==> src/rtl/tage_port_sched_pkg.sv <==
// Shared types for the TAGE predictor port scheduler: branch domains,
// the queued training-update record and the per-cycle port grant.
package tage_port_sched_pkg;

    typedef enum logic [1:0] {
        DOM_USER    = 2'd0,
        DOM_SUPER   = 2'd1,
        DOM_HYP     = 2'd2,
        DOM_MACHINE = 2'd3
    } domain_t;

    typedef struct packed {
        logic [31:0] idx;
        domain_t     domain;
        logic [31:0] targ;
        logic        br_result;
        logic        correct;
    } tage_upd_t;

    typedef enum logic [1:0] {
        GNT_NONE = 2'd0,
        GNT_LKP  = 2'd1,
        GNT_UPD  = 2'd2
    } grant_e;

endpackage

==> src/rtl/tage_upd_fifo.sv <==
// In-order queue of pending predictor training updates.
// Flush empties it at the clock edge; pushes are ignored while full or flushing.
module tage_upd_fifo
    import tage_port_sched_pkg::*;
#(
    parameter int DEPTH = 4
) (
    input  logic                           clk_i,
    input  logic                           rst_i,
    input  logic                           push_i,
    input  tage_upd_t                      push_data_i,
    input  logic                           pop_i,
    input  logic                           flush_i,
    output tage_upd_t                      head_o,
    output logic [$clog2(DEPTH+1)-1:0]     count_o,
    output logic                           full_o,
    output logic                           empty_o
);

    localparam int CW = $clog2(DEPTH+1);
    localparam int PW = (DEPTH > 1) ? $clog2(DEPTH) : 1;
    localparam logic [CW-1:0] DEPTH_C = CW'(DEPTH);

    tage_upd_t     mem_q [DEPTH];
    tage_upd_t     mem_d [DEPTH];
    logic [PW-1:0] wr_ptr_q, wr_ptr_d;
    logic [PW-1:0] rd_ptr_q, rd_ptr_d;
    logic [CW-1:0] count_q, count_d;
    logic          do_push, do_pop;

    assign full_o  = (count_q == DEPTH_C);
    assign empty_o = (count_q == '0);
    assign count_o = count_q;
    assign head_o  = mem_q[rd_ptr_q];

    always_comb begin
        mem_d    = mem_q;
        wr_ptr_d = wr_ptr_q;
        rd_ptr_d = rd_ptr_q;
        count_d  = count_q;
        do_push  = push_i && !full_o && !flush_i;
        do_pop   = pop_i && !empty_o;

        if (flush_i) begin
            wr_ptr_d = '0;
            rd_ptr_d = '0;
            count_d  = '0;
        end else begin
            if (do_push) begin
                mem_d[wr_ptr_q] = push_data_i;
                wr_ptr_d        = wr_ptr_q + PW'(1);
            end
            if (do_pop) begin
                rd_ptr_d = rd_ptr_q + PW'(1);
            end
            case ({do_push, do_pop})
                2'b10:   count_d = count_q + CW'(1);
                2'b01:   count_d = count_q - CW'(1);
                default: count_d = count_q;
            endcase
        end
    end

    always_ff @(posedge clk_i or posedge rst_i) begin
        if (rst_i) begin
            for (int i = 0; i < DEPTH; i++) begin
                mem_q[i] <= '0;
            end
            wr_ptr_q <= '0;
            rd_ptr_q <= '0;
            count_q  <= '0;
        end else begin
            mem_q    <= mem_d;
            wr_ptr_q <= wr_ptr_d;
            rd_ptr_q <= rd_ptr_d;
            count_q  <= count_d;
        end
    end

endmodule

==> src/rtl/tage_port_sched.sv <==
// Arbitrates the predictor's single index/update port between fetch lookups
// and queued commit updates, with a starvation guard that forces update slots.
module tage_port_sched
    import tage_port_sched_pkg::*;
#(
    parameter int UPD_DEPTH  = 4,
    parameter int STARVE_MAX = 8
) (
    input  logic                              clk_i,
    input  logic                              rst_i,
    input  logic                              lkp_valid_i,
    input  logic [31:0]                       lkp_idx_i,
    input  domain_t                           lkp_domain_i,
    output logic                              lkp_ready_o,
    output logic                              lkp_pred_valid_o,
    output logic                              lkp_pred_o,
    output logic [31:0]                       lkp_targ_o,
    input  logic                              upd_valid_i,
    output logic                              upd_ready_o,
    input  logic [31:0]                       upd_idx_i,
    input  domain_t                           upd_domain_i,
    input  logic [31:0]                       upd_targ_i,
    input  logic                              upd_br_result_i,
    input  logic                              upd_correct_i,
    input  logic                              flush_i,
    output logic [$clog2(UPD_DEPTH+1)-1:0]    upd_count_o,
    output logic [31:0]                       tp_idx_o,
    output domain_t                           tp_domain_o,
    output logic [31:0]                       tp_targ_o,
    output logic                              tp_br_result_o,
    output logic                              tp_correct_o,
    output logic                              tp_update_en_o,
    input  logic                              tp_prediction_i,
    input  logic [31:0]                       tp_targ_i
);

    localparam int SW = $clog2(STARVE_MAX+1);
    localparam logic [SW-1:0] STARVE_MAX_C = SW'(STARVE_MAX);

    grant_e        grant;
    tage_upd_t     push_data;
    tage_upd_t     head;
    logic          fifo_full, fifo_empty;
    logic          push, pop, force_upd;
    logic [SW-1:0] starve_q, starve_d;
    logic          pred_valid_q, pred_valid_d;

    tage_upd_fifo #(
        .DEPTH (UPD_DEPTH)
    ) u_fifo (
        .clk_i       (clk_i),
        .rst_i       (rst_i),
        .push_i      (push),
        .push_data_i (push_data),
        .pop_i       (pop),
        .flush_i     (flush_i),
        .head_o      (head),
        .count_o     (upd_count_o),
        .full_o      (fifo_full),
        .empty_o     (fifo_empty)
    );

    always_comb begin
        push_data.idx       = upd_idx_i;
        push_data.domain    = upd_domain_i;
        push_data.targ      = upd_targ_i;
        push_data.br_result = upd_br_result_i;
        push_data.correct   = upd_correct_i;
    end

    // Lookups win by default; a saturated starve counter steals the slot.
    always_comb begin
        force_upd   = (starve_q == STARVE_MAX_C) && !fifo_empty;
        lkp_ready_o = !force_upd;
        upd_ready_o = !fifo_full && !flush_i;
        push        = upd_valid_i && upd_ready_o;
        if (lkp_valid_i && !force_upd) begin
            grant = GNT_LKP;
        end else if (!fifo_empty) begin
            grant = GNT_UPD;
        end else begin
            grant = GNT_NONE;
        end
        pop = (grant == GNT_UPD);
    end

    always_comb begin
        tp_idx_o       = '0;
        tp_domain_o    = DOM_USER;
        tp_targ_o      = '0;
        tp_br_result_o = 1'b0;
        tp_correct_o   = 1'b0;
        tp_update_en_o = 1'b0;
        case (grant)
            GNT_LKP: begin
                tp_idx_o    = lkp_idx_i;
                tp_domain_o = lkp_domain_i;
            end
            GNT_UPD: begin
                tp_idx_o       = head.idx;
                tp_domain_o    = head.domain;
                tp_targ_o      = head.targ;
                tp_br_result_o = head.br_result;
                tp_correct_o   = head.correct;
                tp_update_en_o = 1'b1;
            end
            default: ;
        endcase
    end

    always_comb begin
        starve_d     = starve_q;
        pred_valid_d = (grant == GNT_LKP);
        if (flush_i || fifo_empty || grant == GNT_UPD) begin
            starve_d = '0;
        end else if (starve_q != STARVE_MAX_C) begin
            starve_d = starve_q + SW'(1);
        end
    end

    always_ff @(posedge clk_i or posedge rst_i) begin
        if (rst_i) begin
            starve_q     <= '0;
            pred_valid_q <= 1'b0;
        end else begin
            starve_q     <= starve_d;
            pred_valid_q <= pred_valid_d;
        end
    end

    assign lkp_pred_valid_o = pred_valid_q;
    assign lkp_pred_o       = pred_valid_q & tp_prediction_i;
    assign lkp_targ_o       = pred_valid_q ? tp_targ_i : '0;

endmodule
==> config.mk <==
export PLATFORM = sky130hd
export DESIGN_NAME = tage_port_sched
export DESIGN_NICKNAME = d
export VERILOG_FILES = /design/src/rtl/tage_port_sched_pkg.sv /design/src/rtl/tage_upd_fifo.sv /design/src/rtl/tage_port_sched.sv
export SDC_FILE = /design/constraint.sdc
export NUM_CORES = 1
export LEC_CHECK = 0
export ABC_AREA = 1
export BUFFER_PORTS_ARGS = -buffer_cell sky130_fd_sc_hd__buf_2
export CORE_MARGIN = 2
export CORE_UTILIZATION = 62
export CTS_BUF_LIST = sky130_fd_sc_hd__clkbuf_4
export DETAILED_ROUTE_END_ITERATION = 6
export PLACE_DENSITY_LB_ADDON = 0.3
export SKIP_CTS_REPAIR_TIMING = 1
export SYNTH_ARGS = -nofsm -noshare
export SYNTH_HDL_FRONTEND = slang
export SYNTH_HIERARCHICAL = 1
export SYNTH_SLANG_ARGS = --single-unit
==> constraint.sdc <==
create_clock -name clk_i -period 14.65 [get_ports clk_i]
set_input_delay 2.93 -clock clk_i [delete_from_list [all_inputs] [get_ports clk_i]]
set_output_delay 2.93 -clock clk_i [all_outputs]
set_load 0.03 [all_outputs]
Word level (Yosys, flattened, before mapping)

Index checks and enable logic that the tools add are counted.

Input port bits: 140
Word-level logic and storage cells: 87
Register bits: 284

Reductions and logical operators: 20
Order comparisons: 3
Mux-type cells: 23
Equality and inequality tests: 7
$add $sub $neg: 5
Bitwise gates (word level): 4

Operators with widths:

| operator            | number |
|---|---|
| $bwmux 272          | 1 |
| $mux 68             | 3 |
| $bmux 68 s2         | 1 |
| $demux 68 s2        | 1 |
| $mux 32             | 2 |
| $pmux 32 s2         | 1 |
| $mux 2              | 6 |
| $logic_and 1x1->1   | 8 |
| $mux 4              | 2 |
| $ge 3x3->1 const B  | 2 |
| $not 2->3           | 2 |
| $pmux 3 s2          | 1 |
| $reduce_bool 2->1   | 3 |
| $add 2x1->2 const B | 2 |
| $add 4x1->4 const B | 1 |
| $eq 2x1->1 const B  | 2 |
| $eq 2x2->1 const B  | 2 |
| $eq 4x4->1 const B  | 1 |
| $logic_not 1->1     | 4 |
| $ne 4x4->1 const B  | 1 |
| $pmux 2 s2          | 1 |
| $add 3x1->3 const B | 1 |
| $eq 3x3->1 const B  | 1 |
| $logic_not 3->1     | 1 |
| 9 further kinds     | 12 |

Longest topological paths before layout

Depth after elaboration: 11
Gate-level depth with buffers: 19
Gate-level depth less buffers: 18

Hierarchy

The synthesis kept the hierarchy.

By module, submodules not included:

| module          | cells an instance | sequential area each (um^2) | area each (um^2) | times used |
|---|---|---|---|---|
| tage_upd_fifo   | 1385              | 6981.7                      | 12142.9          | 1 |
| tage_port_sched | 285               | 125.1                       | 1376.3           | 1 |

Worst setup path before layout

Ideal clock, no wire load.

Kind: input-to-output
Start point: input lkp_valid_i
End point: output tp_targ_o[10]
Data arrival time: 3.646 ns
Stages: 4
Setup slack: 8.074 ns
Data required time: 11.720 ns
Path buffers: 1
Cell sequence: nand2_4 nand2_4 buf_6 nor2_1

Longest elaborated chain between the ends: 4

RTL lines:

| element            | line                  | RTL |
|---|---|---|
| start: declaration | tage_port_sched.sv:11 | `input logic lkp_valid_i,` |
| $logic_and 1x1->1  | tage_port_sched.sv:77 | `if (lkp_valid_i && !force_upd) begin` |
| $mux 2             | tage_port_sched.sv:77 |  |
| $eq 2x2->1         | tage_port_sched.sv:94 | `case (grant)` |
| $mux 32            | tage_port_sched.sv:94 |  |
| end: declaration   | tage_port_sched.sv:29 | `output logic [31:0] tp_targ_o,` |

Every way passes these cells.

Final worst setup path

Same ends and word-level chain as after synthesis.

==> flow_summary.ini <==
[logic_synthesis]
fraction_of_synthesized_area_in_multiplexers_pct = 0
synthDistinctLibCells = 32
synth-compound-area-share_pct = 18.7
adder_and_majority_gate_portion_of_the_synthesized_area_pct = 0.703
synth-simple-area-share_pct = 18.6
synth_top_family_by_area = compound AO/OA/AOI/OAI gates
synth_area_per_cell_sq_um = 8.10
synth_fp_nets = 1817
number_of_storage_elements_in_the_synthesis_netlist = 284
yosys_warnings = 6
synth_xor_area_share_pct = 0.130
cell_area_after_synthesis_sq_mm = 0.0135
syn-instance-count = 1670
yosysSeqAreaShare_pct = 52.6

[worst_setup_path]
cell_with_the_largest_stage_delay_on_the_worst_path = nand2_4
worst-setup-path-type = input port to output port
r2r_cells = 18
critPathMaxStageDelay_ps = 420
crit_path_leading_delay_family = simple AND/OR/NAND/NOR gates
critical_path_depth = 5
crit_chain = buf_2, nand2_4, nand2_4, nor2_1, buf_2
crit_path_start = lkp_valid_i
worst-path-buf-inv = 2
critical_path.max_fanout = 35
worst_r2r_startpoint = u_fifo/count_o[0]$_DFFE_PP0P_
cp_data_required_time_ps = 11720
launching_element_type_of_the_critical_path = input port
worst_setup_path_end_kind = output port
worst_ep_arrival_time_ps = 4290

[clock_network]
cts_tree = done
cts-buffers-inserted = 74
clkSinkCount = 284
cts.clk_slew.worst_paths_ps = 50
clock_latency_ps = 670
cts-root-to-sink-buffers = 3
htree_num_levels = 3
cts_root_buffer = clkbuf_4

[run_status]
outcome = finished clean

[route]
route.vias.total = 12171
detail-route-antenna-nets = 0
drt_wl_total_um = 33300
remaining_drc_errors = 0
detail_route.wl_per_cell_um = 15.1
length_of_the_first_detailed_routing_pass_in_iterations = 5
avgViaCountPerCell = 5.51
initialDrtViolationCount = 1124

[placement]
placement.cell_area_sq_mm = 0.0145
routabilityCongestion = 0.764
detailedPlacementHpwl_um = 19300
port_buffers = 247
numPlacedInstances = 2090

[floorplan]
num_io_pins = 248
die_width_um = 152
core_area_sq_mm = 0.0216
die_footprint_sq_mm = 0.0230
initial_utilization_pct = 62.5
num_rows = 54
fp.dieH_um = 152

[sta]
tns_ps = 0
timing.final.setup_violations = 0
final_period_minus_worst_setup_slack_ps = 7220
timing_worst_slew_pin_value_ps = 1050
fmax_mhz = 138
fin_crit_sh_pct = 49.3
clock_skew_ps = 35.2
unrepaired_setup_endpoints_after_global_routing = no
hold_viol = 0
slew_viol_final = 0
slew_headroom_pct = 30.2

[global_route]
vias_in_the_first_global_route = 11371
overflow = 0
grt_pass1_wl_um = 53900
groute.usage.overall_pct = 29.4
grt_max_degree = 143
antenna_found_initial = 2

[hold_path]
min_delay_startpoint = u_fifo/mem_q[198]$_DFFE_PP0P_
min_path_cells = 2
hold_class = register to register

[finish]
fin_cells = 2208
layout-area-overhead-vs-synth_pct = 13.7
post-route-util_pct = 71.1
fin_area_sq_mm = 0.0154
fraction_of_layout_instances_using_a_drive_strength_above_1_pct = 20.7
final_net_count = 2033

[power]
pwr_total_mw = 1.91
ir_drop_mv = 0.0685
power_leakage_nw = 8.40
p_per_area_mw_per_mm2 = 124

[flow_run]
max-cap-violations = 0
==> cell usage after synthesis <==
master    count  area, sq um
nand2_1     391         1470
dfrtp_1     284         7110
o21ai_0     248         1240
nor2_1      165          619
o21ai_1     163          816
inv_1       152          571
o22ai_1      68          425
clkbuf_1     65          244
nand3_1      38          190
buf_6        26          293
buf_2        16         80.1
nor2_2       11         68.8
ha_1          6         75.1
nand2_4       6         67.6
buf_1         5         18.8
nand4_1       4         25.0
buf_4         3         22.5
a21oi_1       2         10.0
inv_2         2         7.51
nor2_4        2         22.5
xnor2_1       2         17.5
a21boi_2      1         11.3
a21boi_4      1         18.8
clkbuf_2      1         5.00
fa_1          1         20.0
inv_6         1         8.76
nand2_2       1         6.26
nand2_8       1         20.0
nand3_4       1         17.5
nand3b_1      1         7.51
nor3b_1       1         7.51
o21bai_1      1         7.51
==> metal layers <==
metal,share of wire (%),vias to the layer above,GRT usage [%],wire (um)
met5,0,-,0,0
met4,2.5,0,12.5,835
met3,7.9,59,5.69,2620
met2,48,526,47.5,16000
met1,42,5698,39.2,13900
li1,-,5888,-,-
==> cells in the final DEF, fill, tap and decap left out <==
master / n
a21boi_2: 1
a21boi_4: 1
a21oi_1: 2
buf_2: 247
buf_4: 9
clkbuf_4: 109
clkinv_1: 5
dfrtp_1: 282
dfrtp_2: 1
dfrtp_4: 1
diode_2: 2
fa_1: 1
ha_1: 6
inv_1: 149
inv_2: 5
inv_4: 1
inv_6: 1
inv_8: 1
nand2_1: 391
nand2_2: 1
nand2_4: 6
nand2_8: 1
nand3_1: 38
nand3_4: 1
nand3b_1: 1
nand4_1: 4
nor2_1: 165
nor2_2: 11
nor2_4: 2
nor3b_1: 1
o21ai_0: 248
o21ai_1: 163
o21bai_1: 1
o22ai_1: 68
xnor2_1: 2
==> per-stage QoR <==
step / worst slack [ps] / hold WS, ps
2_1_floorplan: 4030 / 448
3_3_place_gp: 7520 / 461
3_5_place_dp: 7450 / 468
4_1_cts: 7450 / 482
5_1_grt: 7300 / 499
6_report: 7430 / 478
==> kinds of logic after synthesis <==
logic type | Yosys count
AOI/OAI and AO/OA | 484
xor gates and xnor gates | 2
adders and majority gates | 7
buffers and inverters | 271
DFF | 284
and+or+nand+nor | 622
==> area by class of cell <==
| type | instances | area, sq um |
|---|---|---|
| antenna | 2 | 5.00 |
| multi-input combinational | 1115 | 5160 |
| tap | 280 | 350 |
| clock buffer | 109 | 818 |
| timing repair buffer | 256 | 1300 |
| sequential | 284 | 7110 |
| clock inverter | 7 | 26.3 |
| inverter | 155 | 597 |
| fill | 1799 | 6250 |
==> state kept, by name, indices dropped and copies added (netlist names) <==
signal	cells
starve_q	4
u_fifo/count_o	3
u_fifo/rd_ptr_q	2
u_fifo/mem_q	272
lkp_pred_valid_o	1
u_fifo/wr_ptr_q	2
==> worst min-delay path, delay by kind of cell (launching register included) <==
kind / cells / cell delay, ps
simple gates: 1 / 50
flops: 1 / 330
compound gates: 1 / 60
==> where the power goes <==
group	total [mW]	switching [mW]	internal, mW
logic	0.301	0.186	0.115
clock network	0.633	0.299	0.335
registers	0.978	0.0657	0.912
total	1.91	0.550	1.36
==> final timing paths <==
check	endpoint	slack, ps
worst max-delay path	tp_targ_o[10]	7430
worst min-delay path	u_fifo/mem_q[198]$_DFFE_PP0P_	480
worst max register to register	u_fifo/count_o[2]$_DFFE_PP0P_	11200
worst min register to register	u_fifo/mem_q[198]$_DFFE_PP0P_	480
max in group asynchronous	u_fifo/mem_q[79]$_DFFE_PP0P_	10630
min in group asynchronous	starve_q[2]$_DFFE_PP0P_	2230
(Power assumes the default switching activity.)
